File: src/rtl/game_input_cond.sv
// Conditions mouse buttons and the partner-board GPIO start line into single-cycle press pulses.
// Latency: 2 cycles (mouse, edge only) / 1+DEBOUNCE_CYCLES (debounced); no backpressure. Macro MOUSE_DEBOUNCE_EN debounces the mouse paths too.
module game_input_cond #(
    parameter int  DEBOUNCE_CYCLES = 65000,
    localparam int CNT_W           = $clog2(DEBOUNCE_CYCLES)
) (
    input  logic clk,
    input  logic rst,
    input  logic m_left_raw,
    input  logic m_right_raw,
    input  logic gpio_raw,
    output logic m_left,
    output logic m_right,
    output logic gpio,
    output logic gpio_level
);

`ifdef MOUSE_DEBOUNCE_EN
    localparam int FIRST_DB = 0;
`else
    localparam int FIRST_DB = 2;
`endif

    // Channel order: 0 = left, 1 = right, 2 = gpio.
    logic [2:0] raw;
    logic [2:0] s1;
    logic [2:0] s2;
    logic [2:0] pulses;
    logic [1:0] fill;

    assign raw = {gpio_raw, m_right_raw, m_left_raw};

    always_ff @(posedge clk or posedge rst) begin
        if (rst) begin
            s1   <= '0;
            s2   <= '0;
            fill <= '0;
        end else begin
            s1 <= raw;
            s2 <= s1;
            if (!fill[1]) fill <= fill + 2'd1;
        end
    end

    // The cleared sync chain is not an observation of the pin: arming waits
    // until s2 holds a real sample, so a level held through reset cannot arm.
    for (genvar i = 0; i < 3; i++) begin : g_ch
        logic armed;
        logic pulse;

        if (i < FIRST_DB) begin : g_edge
            logic s3;

            always_ff @(posedge clk or posedge rst) begin
                if (rst) begin
                    s3    <= 1'b0;
                    armed <= 1'b0;
                    pulse <= 1'b0;
                end else begin
                    s3    <= s2[i];
                    armed <= armed | (fill[1] & ~s2[i]);
                    pulse <= s2[i] & ~s3 & armed;
                end
            end
        end else begin : g_db
            logic [CNT_W-1:0] cnt;
            logic             lvl;

            always_ff @(posedge clk or posedge rst) begin
                if (rst) begin
                    cnt   <= '0;
                    lvl   <= 1'b0;
                    armed <= 1'b0;
                    pulse <= 1'b0;
                end else begin
                    armed <= armed | (fill[1] & ~lvl & ~s2[i]);
                    pulse <= 1'b0;
                    if (s2[i] == lvl) begin
                        cnt <= '0;
                    end else if (cnt == CNT_W'(DEBOUNCE_CYCLES - 1)) begin
                        lvl   <= s2[i];
                        cnt   <= '0;
                        pulse <= s2[i] & armed;
                    end else begin
                        cnt <= cnt + CNT_W'(1);
                    end
                end
            end
        end

        assign pulses[i] = pulse;
    end

    assign {gpio, m_right, m_left} = pulses;
    assign gpio_level              = g_ch[2].g_db.lvl;

endmodule

File: config.mk
export PLATFORM = sky130hd
export DESIGN_NAME = game_input_cond
export DESIGN_NICKNAME = d
export VERILOG_FILES = /design/src/rtl/game_input_cond.sv
export SDC_FILE = /design/constraint.sdc
export NUM_CORES = 1
export LEC_CHECK = 0
export BUFFER_PORTS_ARGS = -buffer_cell sky130_fd_sc_hd__buf_2
export CORE_MARGIN = 2
export CORE_UTILIZATION = 49
export DETAILED_ROUTE_END_ITERATION = 6
export GPL_TIMING_DRIVEN = 0
export PLACE_DENSITY = 0.77
export SYNTH_ARGS = -nofsm -noshare
export SYNTH_HDL_FRONTEND = slang
export SYNTH_SLANG_ARGS = --single-unit
File: constraint.sdc
create_clock -name clk -period 2.5 [get_ports clk]
set_clock_uncertainty 0.15 [all_clocks]
set_input_delay 0.125 -clock clk [delete_from_list [all_inputs] [get_ports clk]]
set_output_delay 0.125 -clock clk [all_outputs]
set_load 0.01 [all_outputs]
==> impl_metrics.py, run 1 <==
metrics = {
    "run_status": {
        "status": "completed",
    },
    "timing": {
        "final_hold_viol_count": 0,
        "hold-worst-slack_ns": 0.153,
        "slew_viol_final": 0,
        "rsz0062_at_grt": "no",
        "maxSlewHeadroom_pct": 63.1,
        "tightest_slew_ns": 0.550,
        "fmax_mhz": 479,
        "worst_slack_ns": 0.414,
        "finalCritPeriodShare_pct": 83.4,
        "period_minus_slack_ns": 2.09,
        "setup_tns_ns": 0,
        "setup_viol": 0,
    },
    "global_routing": {
        "grt_pass1_wl_um": 4080,
        "antenna_found_initial": 0,
        "grt-ovfl-total": 0,
        "track_usage_pct": 17.5,
        "grt_pass1_vias": 918,
        "grt_max_degree": 34,
    },
    "finish": {
        "ff_latch_area_um2": 826,
        "multiInputGateArea_um2": 449,
        "fillers": 211,
        "n_antenna_cell": 0,
        "synthToLayoutAreaGrowth_pct": 16.2,
        "drive_above_1_share_pct": 17.9,
        "final_nets": 139,
    },
    "critical_path": {
        "critical_path.top_delay_family": "simple AND/OR/NAND/NOR gates",
        "crit_chain": "or4b_1 -> nor4_2 -> or2_1 -> buf_6 -> buf_12 -> nor2_1",
        "cp-start-kind": "register",
        "path_max_fanout": 10,
        "critPathSlowestCell": "or4b_1",
        "cp_data_required_time_ns": 2.58,
        "crit_buf_inv": 2,
        "slowest_delay_ns": 0.54,
        "crit_path_end_kind": "register",
        "criticalPathCategory": "reg2reg",
        "cp_data_arrival_time_ns": 2.17,
    },
    "clock_network": {
        "clock-root-buffer": "clkbuf_4",
        "clockBufferDepth": 2,
        "numCtsBuffers": 5,
        "htreeDepth": 2,
        "postCtsHoldBufs": 4,
        "numClockSinks": 33,
        "cts_tree": "done",
        "clk_pin_slew_ns": 0.10,
        "cts_resized": 0,
        "cts_setup_buffers": 0,
        "insertion_delay_ns": 0.34,
    },
    "logic_synthesis": {
        "synthesis.nets": 119,
        "synth_common_cells": "dfrtp_1 (33), nor2_1 (20), xnor2_1 (11), nand2_1 (7), nand4_1 (6)",
        "ys_ff_latch": 33,
        "seq_area_frac_synth_pct": 62.3,
        "ys_types": 24,
        "synth.most_common_cell": "dfrtp_1",
        "synth_cells": 113,
        "syn_area_um2": 1330,
        "synth_top_area_cell": "dfrtp_1",
        "synth_edf_count": 0,
        "ys_async_sr_fraction_pct": 100,
        "synth_top_cells_by_area": "dfrtp_1 (62%), xnor2_1 (7.3%), nor2_1 (5.7%)",
        "syn_area_per_cell_um2": 11.7,
        "yosysWarnings": 0,
        "synth_top_area_share_pct": 62.3,
        "synth-main-ff-cell": "dfrtp_1",
    },
    "detailed_routing": {
        "routed_via_density": 5.17,
        "drc_errors": 0,
        "drt-total-wl_um": 2230,
        "final_antenna_net_count": 0,
        "firstDrtPassIters": 3,
        "wl_per_cell_um": 13.6,
        "drt_iter0_drc": 10,
        "num_vias": 848,
    },
    "pwr": {
        "vdd_ir_drop_max_mv": 0.461,
        "total_leakage_power_nw": 0.668,
        "power_uw": 937,
        "powerDensity_nw_per_um2": 608,
    },
    "flow_run": {
        "maxCapViolCount": 0,
    },
    "place": {
        "gp_congestion": 0.820,
        "hpwl_um": 1570,
        "port_buffers": 8,
        "place_ws_ns": 0.413,
    },
    "floorplanning": {
        "dieArea_um2": 3140,
        "ios": 9,
        "initial_utilization_pct": 52.5,
        "die_w_um": 56,
        "rows": 18,
        "die_height_um": 56,
        "coreArea_um2": 2520,
    },
    "hold_path": {
        "hp-class": "in2async",
    },
}
report_power, final:
part,internal (mW),switching [mW]
logic,0.0223,0.0248
clock network,0.163,0.174
registers,0.545,0.00723
total,0.730,0.206
cell families after synthesis:
logic type,after synthesis,synth area share [%]
XOR/XNOR,15,9.91
flip-flops,33,62.3
buffers and inverters,7,3.78
AO/OA/AOI/OAI,5,2.45
adder cells (fa/ha/maj),1,0.944
AND/OR/NAND/NOR,51,19.7
multiplexers,1,0.850
through the flow:
stage | utilization, % | area [um2] | cells
3_3_place_gp | 55.6 | 1400 | 151
6_report | 61.1 | 1540 | 164
5_1_grt | 61.1 | 1540 | 164
4_1_cts | 60.0 | 1510 | 163
2_1_floorplan | - | 1330 | 113
3_5_place_dp | 55.6 | 1400 | 151
cell usage in the layout, fill, tap and decap left out, drive strengths merged:
master	instances
xnor2	11
inv	4
xor2	4
and4	1
or4b	1
or2	2
ha	1
buf	11
clkbuf	7
a21o	3
nor3	2
and4b	1
nand4	6
dlygate4sd3	4
dfrtp	33
nor2	20
nand3	5
nor4	4
mux2	1
or3	2
clkinv	2
a21oi	1
o21ai	1
nand2	7
per-layer routing:
layer	share of wire (%)	vias to the layer above	global-route usage, %
met5	0	-	0
met4	1.7	0	7.14
met3	4.2	7	6.28
met2	51	10	28.4
met1	43	410	21.2
li1	-	421	-
flip-flops by register name (all words and copies together), names as in the netlist:
name            flops
g_ch.g_db.cnt      16
g_ch.armed          3
s1                  3
s2                  3
fill                2
g_ch.g_edge.s3      2
gpio                1
gpio_level          1
m_left              1
m_right             1
cell type report:
type,instances,area share [%]
Sequential cell,33,53.6
Multi-Input combinational cell,73,29.2
Timing Repair Buffer,13,6.99
Clock buffer,7,4.22
Tap cell,30,2.44
Buffer,2,2.03
Inverter,5,1.22
Clock inverter,1,0.325
worst reg2reg max path, cell delays in order, from the launching register on:
cell and delay, ns:
dfrtp_1 0.43, or4b_1 0.54, nor4_2 0.38, or2_1 0.17, buf_6 0.13, buf_12 0.12
nor2_1 0.05
final timing paths:
check / slack, ns / from / depth (start not counted) / end
setup / recovery: 0.41 / g_ch[2].g_db.cnt[9] / 6 / g_ch[2].g_db.cnt[13]
hold / removal: 0.15 / rst / 3 / g_ch[2].g_db.cnt[11]
setup reg to reg: 0.41 / g_ch[2].g_db.cnt[9] / 6 / g_ch[2].g_db.cnt[13]
hold reg to reg: 0.21 / s1[1] / 0 / s2[1]
max in group asynchronous: 1.62 / rst / 4 / g_ch[0].g_edge.s3
min in group clk: 0.21 / s1[1] / 0 / s2[1]
No activity file was read; power rests on OpenSTA's default activity.
==> run 2: changes to the inputs <==
Settings changed: PLACE_DENSITY 0.77 to 0.79.
Clock period 2.5 ns to 1.8 ns, I/O delays scaled along.
==> impl_metrics.py, run 2 (same netlist as run 1, synthesis figures left out) <==
metrics = {
    "run_status": {
        "status": "complete, but fails checks",
        "violations": "negative setup slack",
    },
    "timing": {
        "tightest_slew_ns": 1.21,
        "period_minus_slack_ns": 1.86,
        "rsz0062_at_grt": "yes",
        "worst_slack_ns": -0.0622,
        "finalCritPeriodShare_pct": 103,
        "hold-worst-slack_ns": 0.207,
        "maxSlewHeadroom_pct": 19.4,
        "slew_viol_final": 0,
        "final_hold_viol_count": 0,
        "setup_viol": 16,
        "fmax_mhz": 537,
    },
    "hold_path": {
        "hp-start": "s1[2]",
        "holdPathEnd": "s2[2]",
        "hold_depth": 0,
        "hp-class": "reg2reg",
    },
    "critical_path": {
        "worstReg2RegStart": "g_ch[2].g_db.cnt[9]",
        "criticalPathCategory": "reg2reg",
        "critPathLaunch": "g_ch[2].g_db.cnt[9]",
        "critPathSlowestCell": "or4b_4",
        "cp_data_arrival_time_ns": 1.96,
        "slowest_delay_ns": 0.55,
        "path_max_fanout": 5,
        "r2r-end": "g_ch[2].g_db.cnt[8]",
        "cp-start-kind": "register",
        "crit_path_end_kind": "register",
        "crit_chain": "or4b_4 -> nor4_4 -> or2_1 -> buf_6 -> clkbuf_16 -> nor2_2",
        "worstRegToRegCells": 6,
        "cp_data_required_time_ns": 1.90,
        "critical_path.top_delay_family": "simple AND/OR/NAND/NOR gates",
        "crit_buf_inv": 2,
        "rrSetupSlack_ns": -0.06,
    },
    "detailed_routing": {
        "wl_per_cell_um": 16.9,
        "firstDrtPassIters": 4,
        "drt_iter0_drc": 42,
        "routed_via_density": 5.64,
        "drt-total-wl_um": 2880,
        "num_vias": 965,
        "final_antenna_net_count": 0,
        "drc_errors": 0,
    },
    "floorplanning": {
        "rows": 18,
        "ios": 9,
        "die_w_um": 56,
        "initial_utilization_pct": 52.5,
        "coreArea_um2": 2520,
        "die_height_um": 56,
        "dieArea_um2": 3140,
    },
    "pwr": {
        "total_leakage_power_nw": 0.719,
        "switchingPower_uw": 310,
        "power_mw": 1.29,
        "combPwrFrac_pct": 6.5,
        "internal_power_uw": 980,
        "p_sw_share_pct": 24.0,
        "seqPwrFrac_pct": 59.8,
        "powerDensity_nw_per_um2": 755,
        "vdd_ir_drop_max_mv": 0.663,
        "pwr-share-clk_pct": 33.6,
    },
    "place": {
        "place_ws_ns": -0.155,
        "port_buffers": 8,
        "gp_congestion": 0.832,
        "dp.cells": 151,
        "hpwl_um": 1420,
    },
    "clock_network": {
        "clockBufferDepth": 2,
        "clock-root-buffer": "clkbuf_4",
        "numCtsBuffers": 5,
        "clk_pin_slew_ns": 0.10,
        "numClockSinks": 33,
        "insertion_delay_ns": 0.35,
        "cts_tree": "done",
        "htreeDepth": 2,
    },
    "finish": {
        "n_antenna_cell": 0,
        "ff_latch_area_um2": 828,
        "drive_above_1_share_pct": 36.2,
        "final_nets": 147,
        "largest_register": "g_ch.g_db.cnt",
        "synthToLayoutAreaGrowth_pct": 29.0,
        "largest_register_ffs": 16,
        "fillers": 188,
        "multiInputGateArea_um2": 553,
        "layout_commonest_cell": "dfrtp_1",
        "finalNonFillerCells": 171,
        "final_cell_mix": "dfrtp_1 (31), xnor2_1 (11), nor2_2 (8), buf_2 (8), nand2_1 (7)",
    },
    "global_routing": {
        "grt_pass1_vias": 883,
        "grt-ovfl-total": 0,
        "track_usage_pct": 16.7,
        "grt_pass1_wl_um": 3890,
        "grt_max_degree": 34,
        "antenna_found_initial": 0,
    },
    "flow_run": {
        "maxCapViolCount": 0,
    },
}
==> run 2: changes by cell type in the layout (fill, tap and decap cells not counted), sizes merged <==
cell	delta
clkinvlp	+1
inv	+1
buf	+7
clkinv	-2
==> run 2: worst register-to-register path, stage by stage, from the launching register on <==
cell	delay, ns
dfrtp_1	0.41
or4b_4	0.55
nor4_4	0.15
or2_1	0.16
buf_6	0.14
clkbuf_16	0.15
nor2_2	0.04
==> run 2: worst max-delay path by stage <==
stage	slack, ns	end	depth (start not counted)
2_1_floorplan	0.005	g_ch[2].g_db.cnt[11]	6
3_5_place_dp	-0.16	g_ch[2].g_db.cnt[10]	6
6_report	-0.06	g_ch[2].g_db.cnt[8]	6
4_1_cts	-0.06	g_ch[2].g_db.cnt[14]	6
5_1_grt	-0.14	g_ch[2].g_db.cnt[8]	7
3_3_place_gp	-0.11	g_ch[2].g_db.cnt[8]	6
==> run 2: routing by layer <==
metal	global-route usage (%)	vias to the layer above	share of wire, %
met5	0	-	0
met4	8.50	0	1.8
met3	8.37	9	7.4
met2	26.1	45	52
met1	18.9	476	39
li1	-	435	-
==> run 2: metrics by stage <==
stage | area [um2] | utilization (%) | setup TNS [ns]
floorplan | 1330 | - | 0
global placement | 1400 | 55.6 | -1.13
detailed placement | 1400 | 55.6 | -1.81
CTS | 1580 | 62.5 | -0.661
global route | 1710 | 67.8 | -2.07
finish | 1710 | 67.8 | -0.777
==> run 2: power by group through the flow <==
stage	Combinational (mW)	Sequential, mW	Clock, mW
4_1_cts	0.0659	0.768	0.438
2_1_floorplan	0.0357	0.781	0
6_report	0.0843	0.772	0.434
3_5_place_dp	0.0512	0.782	0
5_1_grt	0.0931	0.775	0.470
3_3_place_gp	0.0491	0.781	0
==> run 2: final cells by class <==
class,instances,area share (%)
plain buffers,2,1.83
clock inverters,1,0.439
inverters,5,1.10
multi-input cells,73,32.4
well taps,30,2.20
flip-flops and latches,33,48.5
clock buffers,6,3.00
repair buffers,21,10.6
==> run 2: timing repair <==
action,CTS,global route
hold buffers,4,0
pin swaps,1,10
resized for setup,8,22
gates cloned,0,1
setup buffers,5,3
endpoints found under the hold margin,36,0
endpoints found under the setup margin,17,18
==> run 3: changes to the inputs <==
Settings changed: CORE_MARGIN 2 to 10, SETUP_SLACK_MARGIN set to 0.1.
==> impl_metrics.py, run 3 (same netlist as run 1, synthesis figures left out) <==
metrics = {
    "finish": {
        "layout_commonest_cell": "dfrtp_1",
        "largest_register_ffs": 16,
        "synthToLayoutAreaGrowth_pct": 26.1,
        "final_nets": 149,
        "final_util_pct": 66.2,
        "final_cell_mix": "dfrtp_1 (30), nor2_1 (18), xnor2_1 (11)",
        "drive_above_1_share_pct": 30.6,
        "n_antenna_cell": 0,
        "largest_register": "g_ch.g_db.cnt",
    },
    "floorplanning": {
        "ios": 9,
        "dieArea_um2": 5180,
        "rows": 18,
        "die_w_um": 72,
        "die_height_um": 72,
        "initial_utilization_pct": 52.5,
        "coreArea_um2": 2520,
    },
    "timing": {
        "maxSlewHeadroom_pct": 73.5,
        "final_hold_viol_count": 0,
        "worst_slack_ns": -0.0526,
        "period_minus_slack_ns": 1.85,
        "hold-worst-slack_ns": 0.113,
        "slew_viol_final": 0,
        "tightest_slew_ns": 0.397,
        "finalCritPeriodShare_pct": 103,
        "setup_viol": 16,
        "setup_tns_ns": -0.579,
        "fmax_mhz": 540,
        "rsz0062_at_grt": "yes",
    },
    "clock_network": {
        "numClockSinks": 33,
        "cts_tree": "done",
        "clk_pin_slew_ns": 0.11,
        "clockBufferDepth": 2,
        "insertion_delay_ns": 0.34,
        "clock-root-buffer": "clkbuf_4",
        "htreeDepth": 2,
        "numCtsBuffers": 5,
    },
    "detailed_routing": {
        "routed_via_density": 5.39,
        "drt_iter0_drc": 50,
        "drc_errors": 0,
        "final_antenna_net_count": 0,
        "wl_per_cell_um": 15.4,
        "num_vias": 938,
        "drt-total-wl_um": 2670,
        "firstDrtPassIters": 4,
    },
    "global_routing": {
        "antenna_found_initial": 0,
        "grt_pass1_wl_um": 4210,
        "track_usage_pct": 10.5,
        "grt_max_degree": 34,
        "grt_pass1_vias": 899,
        "grt-ovfl-total": 0,
    },
    "run_status": {
        "violations": "negative setup slack",
        "status": "complete, but fails checks",
    },
    "critical_path": {
        "crit_buf_inv": 2,
        "path_max_fanout": 10,
        "crit_path_end_kind": "register",
        "criticalPathCategory": "reg2reg",
        "cp_data_required_time_ns": 1.89,
        "crit_cells": 6,
        "critical_path.top_delay_family": "simple AND/OR/NAND/NOR gates",
        "slowest_delay_ns": 0.55,
        "crit_chain": "or4b_4 -> nor4_4 -> or2_1 -> buf_6 -> buf_12 -> nor2_1",
        "worstRegToRegCells": 6,
        "critPathSlowestCell": "or4b_4",
        "cp-start-kind": "register",
        "cp_data_arrival_time_ns": 1.94,
    },
    "flow_run": {
        "maxCapViolCount": 0,
    },
    "place": {
        "port_buffers": 8,
        "gp_congestion": 0.800,
        "hpwl_um": 1510,
    },
    "hold_path": {
        "hp-class": "in2async",
    },
    "pwr": {
        "vdd_ir_drop_max_mv": 0.754,
        "total_leakage_power_nw": 0.736,
        "powerDensity_nw_per_um2": 841,
        "power_mw": 1.41,
    },
}
[run 3: final timing paths]
kind	from	end	slack, ns
worst min register to register	s1[2]	s2[2]	0.21
worst max register to register	g_ch[2].g_db.cnt[3]	g_ch[2].g_db.cnt[12]	-0.05
worst min-delay path	rst	gpio	0.11
max in group asynchronous	rst	g_ch[2].g_db.cnt[2]	0.93
min in group clk	s1[2]	s2[2]	0.21
worst max-delay path	g_ch[2].g_db.cnt[3]	g_ch[2].g_db.cnt[12]	-0.05
[run 3: tightest hold or removal path: stages]
cell	delay [ns]
dlygate4sd3_1	0.53
buf_2	0.12
inv_1	0.30
[run 3: repair_timing]
item | 4_1_cts | 5_1_grt
endpoints found under the setup margin | 18 | 18
hold buffers | 4 | 0
pin swaps | 4 | 2
buffers inserted | 6 | 4
endpoints found under the hold margin | 36 | 0
gates resized for setup | 7 | 5
[run 3: report_power, final]
group,total (mW),switching [mW],internal [mW]
clock,0.561,0.267,0.294
sequential,0.769,0.0113,0.758
combinational,0.0753,0.0377,0.0376
total,1.41,0.316,1.09
[run 3: layer usage]
metal / GRT usage, % / wire length, um / vias to the layer above
li1: - / - / 442
met1: 11.0 / 1110 / 474
met2: 16.7 / 1370 / 13
met3: 5.03 / 114 / 9
met4: 6.45 / 79 / 0
met5: 0 / 0 / -
[run 3: stage by stage]
| step | instances | cell area [um2] | worst slack, ns |
|---|---|---|---|
| after detailed placement | 151 | 1400 | -0.167 |
| after global placement | 151 | 1400 | -0.113 |
| after floorplan | 113 | 1330 | 0.00494 |
| after global routing | 174 | 1670 | -0.113 |
| after CTS | 169 | 1600 | -0.136 |
| final | 174 | 1670 | -0.0526 |
[run 3: area by class of cell]
type | instances | area, um2
buffer | 2 | 31.3
clock buffer | 5 | 37.5
clock inverter | 3 | 46.3
fill | 187 | 852
inverter | 5 | 18.8
multi-input combinational | 73 | 487
sequential | 33 | 830
tap | 30 | 37.5
timing repair buffer | 23 | 183
